### src/rtl/bus_arbiter_mux.sv
// Registered N-to-1 bus multiplexer with round-robin arbitration, a forced-select override and a valid/ready output.
// Define BUS_MUX_PARITY_EN to add a registered even-parity output (bus_parity_o).
module bus_arbiter_mux #(
  parameter int WIDTH   = 16,
  parameter int NUM_SRC = 16,
  parameter int SEL_W   = $clog2(NUM_SRC)
) (
  input  logic                     clk_i,
  input  logic                     rst_i,
  input  logic [NUM_SRC*WIDTH-1:0] src_data_i,
  input  logic [NUM_SRC-1:0]       src_req_i,
  input  logic                     force_en_i,
  input  logic [SEL_W-1:0]         force_sel_i,
  input  logic                     bus_ready_i,
  output logic                     bus_valid_o,
  output logic [WIDTH-1:0]         bus_data_o,
  output logic [NUM_SRC-1:0]       grant_o,
`ifdef BUS_MUX_PARITY_EN
  output logic                     bus_parity_o,
`endif
  output logic [SEL_W-1:0]         grant_id_o
);

  typedef enum logic {EMPTY, FULL} state_e;

  state_e             state_q, state_d;
  logic [SEL_W-1:0]   last_ptr_q;
  logic [SEL_W-1:0]   gid_q;
  logic [WIDTH-1:0]   data_q;
  logic [NUM_SRC-1:0] grant_q;
  logic [SEL_W-1:0]   cand;
  logic               has_cand;
  logic               load_ok;
  logic               load;
  logic [WIDTH-1:0]   cand_word;

  // Candidate pick: forced index wins; otherwise first requester after last_ptr, wrapping.
  always_comb begin
    int idx;
    idx      = 0;
    cand     = '0;
    has_cand = 1'b0;
    if (force_en_i) begin
      if (int'(force_sel_i) < NUM_SRC) begin
        has_cand = 1'b1;
        cand     = force_sel_i;
      end
    end else begin
      for (int k = 1; k <= NUM_SRC; k++) begin
        idx = (int'(last_ptr_q) + k) % NUM_SRC;
        if (!has_cand && src_req_i[idx]) begin
          has_cand = 1'b1;
          cand     = SEL_W'(idx);
        end
      end
    end
  end

  assign cand_word = src_data_i[int'(cand)*WIDTH +: WIDTH];

  always_comb begin
    state_d = state_q;
    load_ok = (state_q == EMPTY) || bus_ready_i;
    load    = load_ok && has_cand;
    case (state_q)
      EMPTY:   if (has_cand) state_d = FULL;
      FULL:    if (bus_ready_i) state_d = has_cand ? FULL : EMPTY;
      default: state_d = EMPTY;
    endcase
  end

  always_ff @(posedge clk_i) begin
    if (rst_i) state_q <= EMPTY;
    else       state_q <= state_d;
  end

  // grant is a one-cycle pulse; word, id and pointer only move on a load.
  always_ff @(posedge clk_i) begin
    if (rst_i) begin
      data_q     <= '0;
      gid_q      <= '0;
      grant_q    <= '0;
      last_ptr_q <= SEL_W'(NUM_SRC - 1);
    end else begin
      grant_q <= '0;
      if (load) begin
        data_q  <= cand_word;
        gid_q   <= cand;
        grant_q <= NUM_SRC'(1) << cand;
        if (!force_en_i) last_ptr_q <= cand;
      end
    end
  end

`ifdef BUS_MUX_PARITY_EN
  logic parity_q;
  always_ff @(posedge clk_i) begin
    if (rst_i)     parity_q <= 1'b0;
    else if (load) parity_q <= ^cand_word;
  end
  assign bus_parity_o = parity_q;
`endif

  assign bus_valid_o = (state_q == FULL);
  assign bus_data_o  = data_q;
  assign grant_o     = grant_q;
  assign grant_id_o  = gid_q;

endmodule

### config.mk
export PLATFORM = sky130hd
export DESIGN_NAME = bus_arbiter_mux
export DESIGN_NICKNAME = d
export VERILOG_FILES = /design/src/rtl/bus_arbiter_mux.sv
export SDC_FILE = /design/constraint.sdc
export NUM_CORES = 1
export LEC_CHECK = 0
export BUFFER_PORTS_ARGS = -buffer_cell sky130_fd_sc_hd__buf_2
export CAP_MARGIN = 5
export CORE_MARGIN = 5
export CORE_UTILIZATION = 48
export DETAILED_ROUTE_END_ITERATION = 6
export PLACE_DENSITY_LB_ADDON = 0.3
export SYNTH_ARGS = -nofsm -noshare
export SYNTH_HDL_FRONTEND = slang
export SYNTH_SLANG_ARGS = --single-unit
### constraint.sdc
create_clock -name clk_i -period 5.85 [get_ports clk_i]
set_clock_uncertainty 0.2 [all_clocks]
set_input_delay 0.585 -clock clk_i [delete_from_list [all_inputs] [get_ports clk_i]]
set_output_delay 0.585 -clock clk_i [all_outputs]
set_load 0.05 [all_outputs]
==> qor.csv, run 1 <==
stage,metric,value,unit
status,status,completed,
pwr,ir_worst_vdd,0.386,mV
clock_network,cts-htree-levels,2,
placed_design,placed_cell_area,8050,um^2
die,ioPinCount,317,
clock_network,path_clk_slew,0.07,ns
yosys,syn_inst,679,
setup_path,path_buf_inv,3,
global_route,grtUsageTotal,33.0,%
yosys,synthArstFlopShare,0,%
setup_path,cp_data_required_time,5.84,ns
routing,wirelength,27.2,mm
setup_path,reg2regPathDepth,16,
sta,worst_pin_slew,0.794,ns
die,fp.dieH,125,um
clock_network,cts_hold_buf,0,
yosys,ys_ff_latch,41,
clock_network,cts-root-buf,clkbuf_16,
min_path,worstHoldPathCells,1,
cells_and_area,multi_input_area,5090,um^2
cells_and_area,final_area,8210,um^2
die,start_util,48.3,%
pwr,power,5.70,mW
die,dieWidth,125,um
clock_network,ctsResizeCount,0,
yosys,synth_edf_count,0,
yosys,syn-num-nets,967,
sta,fmax,183,MHz
setup_path,max_stage_delay,0.49,ns
clock_network,clock_path_buffers,2,
sta,finalHoldViolCount,0,
global_route,grt-busiest-layer,met2,
routing,drc,0,
global_route,grt_antenna_before_repair,8,
clock_network,cts_buffers,5,
sta,tns,0,ns
clock_network,clock_latency,0.29,ns
sta,rsz0062_at_grt,no,
cells_and_area,area_delta_synth_final,29.9,%
setup_path,critPathSlowestCell,dfxtp_1,
setup_path,crit_path_end_kind,flip-flop,
clock_network,post_cts.repair.setup_buffers,0,
sta,setup_viol,0,
yosys,yosysWarningCount,0,
global_route,grt-ovfl-total,0,
cells_and_area,n_fill_cell,1151,
routing,post_drt_wl_per_cell,23.5,um
setup_path,worstReg2RegStart,last_ptr_q[1],
clock_network,numClockSinks,41,
placed_design,place_hpwl,22.7,mm
setup_path,r2r_slack,0.39,ns
setup_path,cp_top_family,multiplexers,
global_route,met2_usage,51.0,%
cells_and_area,register_area,821,um^2
yosys,netlist_area,6320,um^2
cells_and_area,nets,1264,
min_path,hold_class,flip-flop to flip-flop,
die,core-area,13100,um^2
sta,hold_slack,0.255,ns
global_route,use_met3,10.5,%
placed_design,place_congestion,1.04,
cells_and_area,drive_gt1_share,41.7,%
setup_path,start_kind,flip-flop,
yosys,syn-mean-instance-area,9.31,um^2
setup_path,crit_arrival,5.45,ns
die,rows,42,
routing,vias_per_cell,6.07,
placed_design,io_buffers,316,
routing,dr_total_vias,7033,
min_path,hp-start,bus_data_o[13],
global_route,grt_start_max_net_pins,44,
global_route,grt_pass1_wl,40.8,mm
sta,final-max-slew-violation-count,0,
yosys,synthDistinctLibCells,67,
min_path,hold_end,bus_data_o[13],
yosys,synth_seq_area_share,13.0,%
job,max_cap_violations,0,
yosys,dominantRegCellSynth,dfxtp_1,
clock_network,cts_tree,built,
global_route,grt_pass1_vias,6864,
sta,min_period,5.46,ns
sta,maxSlewHeadroom,46.9,%
sta,fin_crit_sh,93.3,%
routing,antenna_left,0,
setup_path,critical_path_class,flip-flop to flip-flop,
routing,drt_iter0_drc,752,
routing,drtPass1Iterations,5,
setup_path,r2r_end,bus_data_o[5],
setup_path,path_max_fanout,29,
global_route,groute.layer.met1.usage,46.0,%
pwr,power_density,694,nW/um^2
pwr,power.leakage,4.24,nW
setup_path,crit_chain,buf_4 -> ha_1 -> xor2_1 -> mux2_2 -> a211o_1 -> nor3_4 -> nand3_4 -> or3_1 -> a41o_4 -> buf_4 -> buf_4 -> mux2i_1 -> mux2i_1 -> mux2i_1 -> o22ai_1 -> a21o_1,
die,dieArea,15600,um^2
==> kinds of logic (layout without fill, tap and decap cells) <==
| logic type | Yosys count | count (layout) | synth area share [%] |
|---|---|---|---|
| AO/OA/AOI/OAI | 137 | 137 | 15.7 |
| adder cells (fa/ha/maj) | 8 | 8 | 1.58 |
| buffers and inverters | 72 | 370 | 6.79 |
| AND/OR/NAND/NOR | 133 | 133 | 11.2 |
| other | 0 | 5 | 0 |
| flip-flops | 41 | 41 | 13.0 |
| XOR/XNOR | 10 | 10 | 1.62 |
| multiplexers | 278 | 278 | 50.1 |
==> Yosys cell counts, types with 5 or more instances <==
cell	count	area [um^2]
o211ai_1	8	60.1
mux2i_1	235	2350
nand3_1	11	55.1
nor3_1	10	50.1
buf_2	13	65.1
clkbuf_1	20	75.1
nand2_1	35	131
inv_1	18	67.6
nor2b_1	7	43.8
o22ai_1	16	100
buf_6	17	191
nand4_1	5	31.3
dfxtp_1	41	821
mux4_2	29	653
nor2_1	27	101
a21o_1	16	120
mux2_2	13	146
a21oi_1	20	100
nand2b_1	8	50.1
o21ai_0	17	85.1
a31oi_1	10	62.6
and3_1	5	31.3
ha_1	8	100
==> sequential cells by signal, summed over array words and instances, names as in the netlist <==
signal,cells
bus_valid_o,1
last_ptr_q,4
grant_id_o,4
bus_data_o,16
grant_o,16
==> where the power goes <==
part           total, mW  internal [mW]  leakage (nW)  switching (mW)
clock network      0.287          0.159        0.0702           0.127
logic               5.00           2.07          3.83            2.93
registers          0.413          0.361         0.337          0.0518
total               5.70           2.59          4.24            3.11
==> worst max-delay path by stage <==
| stage | startpoint | end | slack, ns | cells after the start |
|---|---|---|---|---|
| global route | last_ptr_q[1] | bus_data_o[5] | 0.21 | 16 |
| floorplan | last_ptr_q[1] | bus_data_o[7] | 0.61 | 18 |
| global placement | last_ptr_q[0] | bus_data_o[5] | 0.66 | 16 |
| detailed placement | last_ptr_q[0] | bus_data_o[5] | 0.54 | 16 |
| CTS | last_ptr_q[0] | bus_data_o[5] | 0.50 | 16 |
| finish | last_ptr_q[1] | bus_data_o[5] | 0.39 | 16 |
==> through the flow <==
step / std cells / setup WS [ns] / utilization [%]
6_report: 1158 / 0.394 / 62.7
5_1_grt: 1156 / 0.211 / 62.7
4_1_cts: 1153 / 0.500 / 62.6
3_5_place_dp: 1145 / 0.539 / 61.5
3_3_place_gp: 1145 / 0.657 / 61.5
2_1_floorplan: 679 / 0.611 / -
==> cell usage in the layout, fill, tap and decap left out, types with 4 or more instances in the layout <==
master	synthesis	routed
inv_1	18	18
nand2b_1	8	8
o21ai_0	17	17
nand3_1	11	11
and3_1	5	5
nor3_1	10	10
nor4_1	4	4
a31oi_1	10	10
o221ai_1	4	4
nand4_1	5	5
mux2i_1	235	235
nor4b_1	4	4
clkbuf_16	0	5
a21oi_1	20	20
mux4_2	29	29
ha_1	8	8
nor2_1	27	27
buf_2	13	316
mux2_2	13	13
a2111oi_0	4	4
dfxtp_1	41	41
buf_4	4	23
a21o_1	16	16
xor2_1	4	4
buf_12	0	5
nor2b_1	7	7
o211ai_1	8	8
nand2_1	35	35
diode_2	0	5
o22ai_1	16	16
xnor2_1	4	4
==> worst reg2reg max path: cells and delay by family (launching register included) <==
kind | cells | cell delay, ns
xor gates and xnor gates | 1 | 0.41
buffers and inverters | 3 | 0.92
and+or+nand+nor | 3 | 0.96
AOI/OAI and AO/OA | 4 | 1.05
DFF | 1 | 0.49
muxes | 4 | 1.10
adders and majority gates | 1 | 0.22
==> cell type report <==
type	count	area share, %
inverters	18	0.823
diodes	5	0.152
well taps	176	2.68
flip-flops and latches	41	10.0
clock buffers	5	1.52
multi-input cells	566	62.0
clock inverters	3	0.259
repair buffers	344	22.6
==> layer usage <==
| layer | wire length, um | part of all wire [%] |
|---|---|---|
| met4 | 569 | 2.1 |
| met5 | 65 | 0.24 |
| met3 | 3250 | 12 |
| met2 | 11800 | 43 |
| met1 | 11500 | 42 |
(Power assumes the default switching activity.)
==> run 2, diff against run 1 <==
Settings changed: ABC_AREA from default to 1, CORE_AREA from default to 5 5 121 123, CORE_MARGIN 5 to default, CORE_UTILIZATION 48 to default, DIE_AREA from default to 0 0 126 128.
==> run 2 against run 1 <==
Against the previous run: sequential share of layout area increased by 0.95 points; global-route usage decreased by 3.8 points; combinational power decreased by 51%; highest routed layer is now met4; non-clock buffer count decreased by 6; critical endpoint is now bus_data_o[11]; design area decreased by 8.6%.
==> qor.csv, run 2 <==
stage,metric,value,unit,change
global_route,grt_antenna_before_repair,2,,was 8
clock_network,cts-htree-levels,2,,unchanged
routing,wirelength,25.3,mm,was 27.2 mm
placed_design,io_buffers,316,,unchanged
cells_and_area,final_cells,1585,,was 1158
clock_network,post_cts.repair.setup_buffers,0,,unchanged
sta,rsz0062_at_grt,no,,unchanged
min_path,hold_class,flip-flop to flip-flop,,unchanged
cells_and_area,nets,1689,,was 1264
cells_and_area,layout_common_cells,"nand2_1 (566), buf_2 (316), nand3_1 (230), inv_1 (42), dfxtp_1 (41)",,"was buf_2 (316), mux2i_1 (235), dfxtp_1 (41), nand2_1 (35), mux4_2 (29)"
setup_path,path_max_fanout,40,,was 29
cells_and_area,utilization,55.3,%,was 62.7%
yosys,syn-mean-instance-area,5.09,um^2,was 9.31 um^2
global_route,met2_usage,50.3,%,was 51.0%
die,ioPinCount,317,,unchanged
sta,finalHoldViolCount,0,,unchanged
die,rows,43,,was 42
yosys,syn-num-nets,1413,,was 967
setup_path,critical_path_class,flip-flop to flip-flop,,unchanged
pwr,power_density,422,nW/um^2,was 694 nW/um^2
yosys,ys_ff_latch,41,,unchanged
setup_path,max_stage_delay,0.72,ns,was 0.49 ns
global_route,use_met3,4.58,%,was 10.5%
yosys,syn_inst,1125,,was 679
setup_path,cp_data_required_time,5.88,ns,was 5.84 ns
yosys,synthDistinctLibCells,40,,was 67
cells_and_area,final_common_cell,nand2_1,,was buf_2
pwr,ir_worst_vdd,0.214,mV,was 0.386 mV
yosys,synthArstFlopShare,0,%,unchanged
routing,antenna_left,0,,unchanged
sta,min_period,4.98,ns,was 5.46 ns
global_route,grt-ovfl-total,0,,unchanged
routing,drt_iter0_drc,812,,was 752
clock_network,ctsResizeCount,0,,unchanged
die,dieArea,16100,um^2,was 15600 um^2
sta,hold_slack,0.260,ns,was 0.255 ns
placed_design,placed_cell_area,7340,um^2,was 8050 um^2
routing,vias_per_cell,5.26,,was 6.07
clock_network,clock_path_buffers,2,,unchanged
setup_path,crit_arrival,5.00,ns,was 5.45 ns
pwr,power.leakage,4.37,nW,was 4.24 nW
sta,fmax,201,MHz,was 183 MHz
status,status,completed,,unchanged
yosys,dominantRegCellSynth,dfxtp_1,,unchanged
sta,setup_viol,0,,unchanged
yosys,synth_top_area_share,37.1,%,was 37.2%
die,fp.dieH,128,um,was 125 um
global_route,grt-busiest-layer,met2,,unchanged
clock_network,clock_latency,0.28,ns,was 0.29 ns
die,dieWidth,126,um,was 125 um
clock_network,numClockSinks,41,,unchanged
routing,drc,0,,unchanged
yosys,synthTopCellsByCount,"nand2_1 (566), nand3_1 (230), buf_2 (43), inv_1 (42), dfxtp_1 (41)",,"was mux2i_1 (235), dfxtp_1 (41), nand2_1 (35), mux4_2 (29), nor2_1 (27)"
routing,drtPass1Iterations,6,,was 5
die,core-area,13600,um^2,was 13100 um^2
setup_path,critPathSlowestCell,ha_1,,was dfxtp_1
sta,worst_pin_slew,0.668,ns,was 0.794 ns
yosys,synth_edf_count,0,,unchanged
sta,final-max-slew-violation-count,0,,unchanged
yosys,yosysWarningCount,0,,unchanged
clock_network,cts_hold_buf,0,,unchanged
pwr,power,3.16,mW,was 5.70 mW
sta,maxSlewHeadroom,55.0,%,was 46.9%
routing,dr_total_vias,8340,,was 7033
global_route,grtUsageTotal,29.2,%,was 33.0%
cells_and_area,area_delta_synth_final,30.8,%,was 29.9%
job,max_cap_violations,0,,unchanged
yosys,netlist_area,5730,um^2,was 6320 um^2
cells_and_area,drive_gt1_share,27.1,%,was 41.7%
clock_network,path_clk_slew,0.07,ns,about the same
placed_design,place_hpwl,20.1,mm,was 22.7 mm
yosys,synthTopCellsByArea,"nand2_1 (37%), nand3_1 (20%), dfxtp_1 (14%)",,"was mux2i_1 (37%), dfxtp_1 (13%), mux4_2 (10%)"
sta,fin_crit_sh,85.1,%,was 93.3%
sta,tns,0,ns,unchanged
setup_path,start_kind,flip-flop,,unchanged
global_route,grt_start_max_net_pins,119,,was 44
yosys,synth_seq_area_share,14.3,%,was 13.0%
placed_design,place_ws,1.03,ns,was 0.539 ns
yosys,yosysMostFrequentCell,nand2_1,,was mux2i_1
cells_and_area,final_area,7500,um^2,was 8210 um^2
die,start_util,42.3,%,was 48.3%
sta,setup_slack,0.872,ns,was 0.394 ns
clock_network,cts-root-buf,clkbuf_16,,unchanged
clock_network,cts_buffers,5,,unchanged
yosys,synth_top_area_cell,nand2_1,,was mux2i_1
setup_path,cpMostUsedCell,nand2_1,,
clock_network,cts_tree,built,,unchanged
global_route,grt_pass1_vias,7728,,was 6864
placed_design,place_congestion,0.993,,was 1.04
placed_design,dp.cells,1574,,was 1145
global_route,grt_pass1_wl,38.8,mm,was 40.8 mm
setup_path,crit_path_end_kind,flip-flop,,unchanged
global_route,groute.layer.met1.usage,37.9,%,was 46.0%
routing,post_drt_wl_per_cell,16.0,um,was 23.5 um
-- run 2: final timing paths --
path	startpoint	end	slack (ns)	depth (start not counted)
max	last_ptr_q[1]	bus_data_o[11]	0.87	29
min	bus_data_o[13]	bus_data_o[13]	0.26	2
max reg2reg	last_ptr_q[1]	bus_data_o[11]	0.87	29
min reg2reg	bus_data_o[13]	bus_data_o[13]	0.26	2
-- run 2: where the power goes --
group          switching, mW  leakage, nW  total (mW)  internal [mW]
Sequential            0.0460        0.337       0.401          0.355
Combinational           1.75         3.96        2.47          0.721
Clock                  0.127       0.0704       0.288          0.161
-- run 2: kinds of logic after synthesis --
logic type	synth area share [%]
compound gates	4.41
xor+xnor	1.68
fa+ha+maj	1.75
buf+inv	10.4
flops	14.3
simple gates	67.5
-- run 2: critical path: cells and delay by family (launching register included) --
kind | cells | cell delay [ns]
AND/OR/NAND/NOR | 22 | 2.27
buffers and inverters | 4 | 1.03
adder cells (fa/ha/maj) | 1 | 0.72
AO/OA/AOI/OAI | 2 | 0.35
flip-flops | 1 | 0.33
-- run 2: area by class of cell --
| type | instances | area (um^2) |
|---|---|---|
| fill | 1484 | 6060 |
| multi-input combinational | 962 | 4330 |
| timing repair buffer | 338 | 1760 |
| sequential | 41 | 821 |
| tap | 180 | 225 |
| inverter | 53 | 203 |
| clock buffer | 5 | 125 |
| clock inverter | 3 | 25.0 |
| antenna | 3 | 7.51 |
-- run 2: routing by layer --
layer / vias to the layer above / share of wire (%)
met5: - / 0
met1: 3677 / 41
met2: 405 / 48
met3: 54 / 8.3
met4: 0 / 2.8
li1: 4204 / -
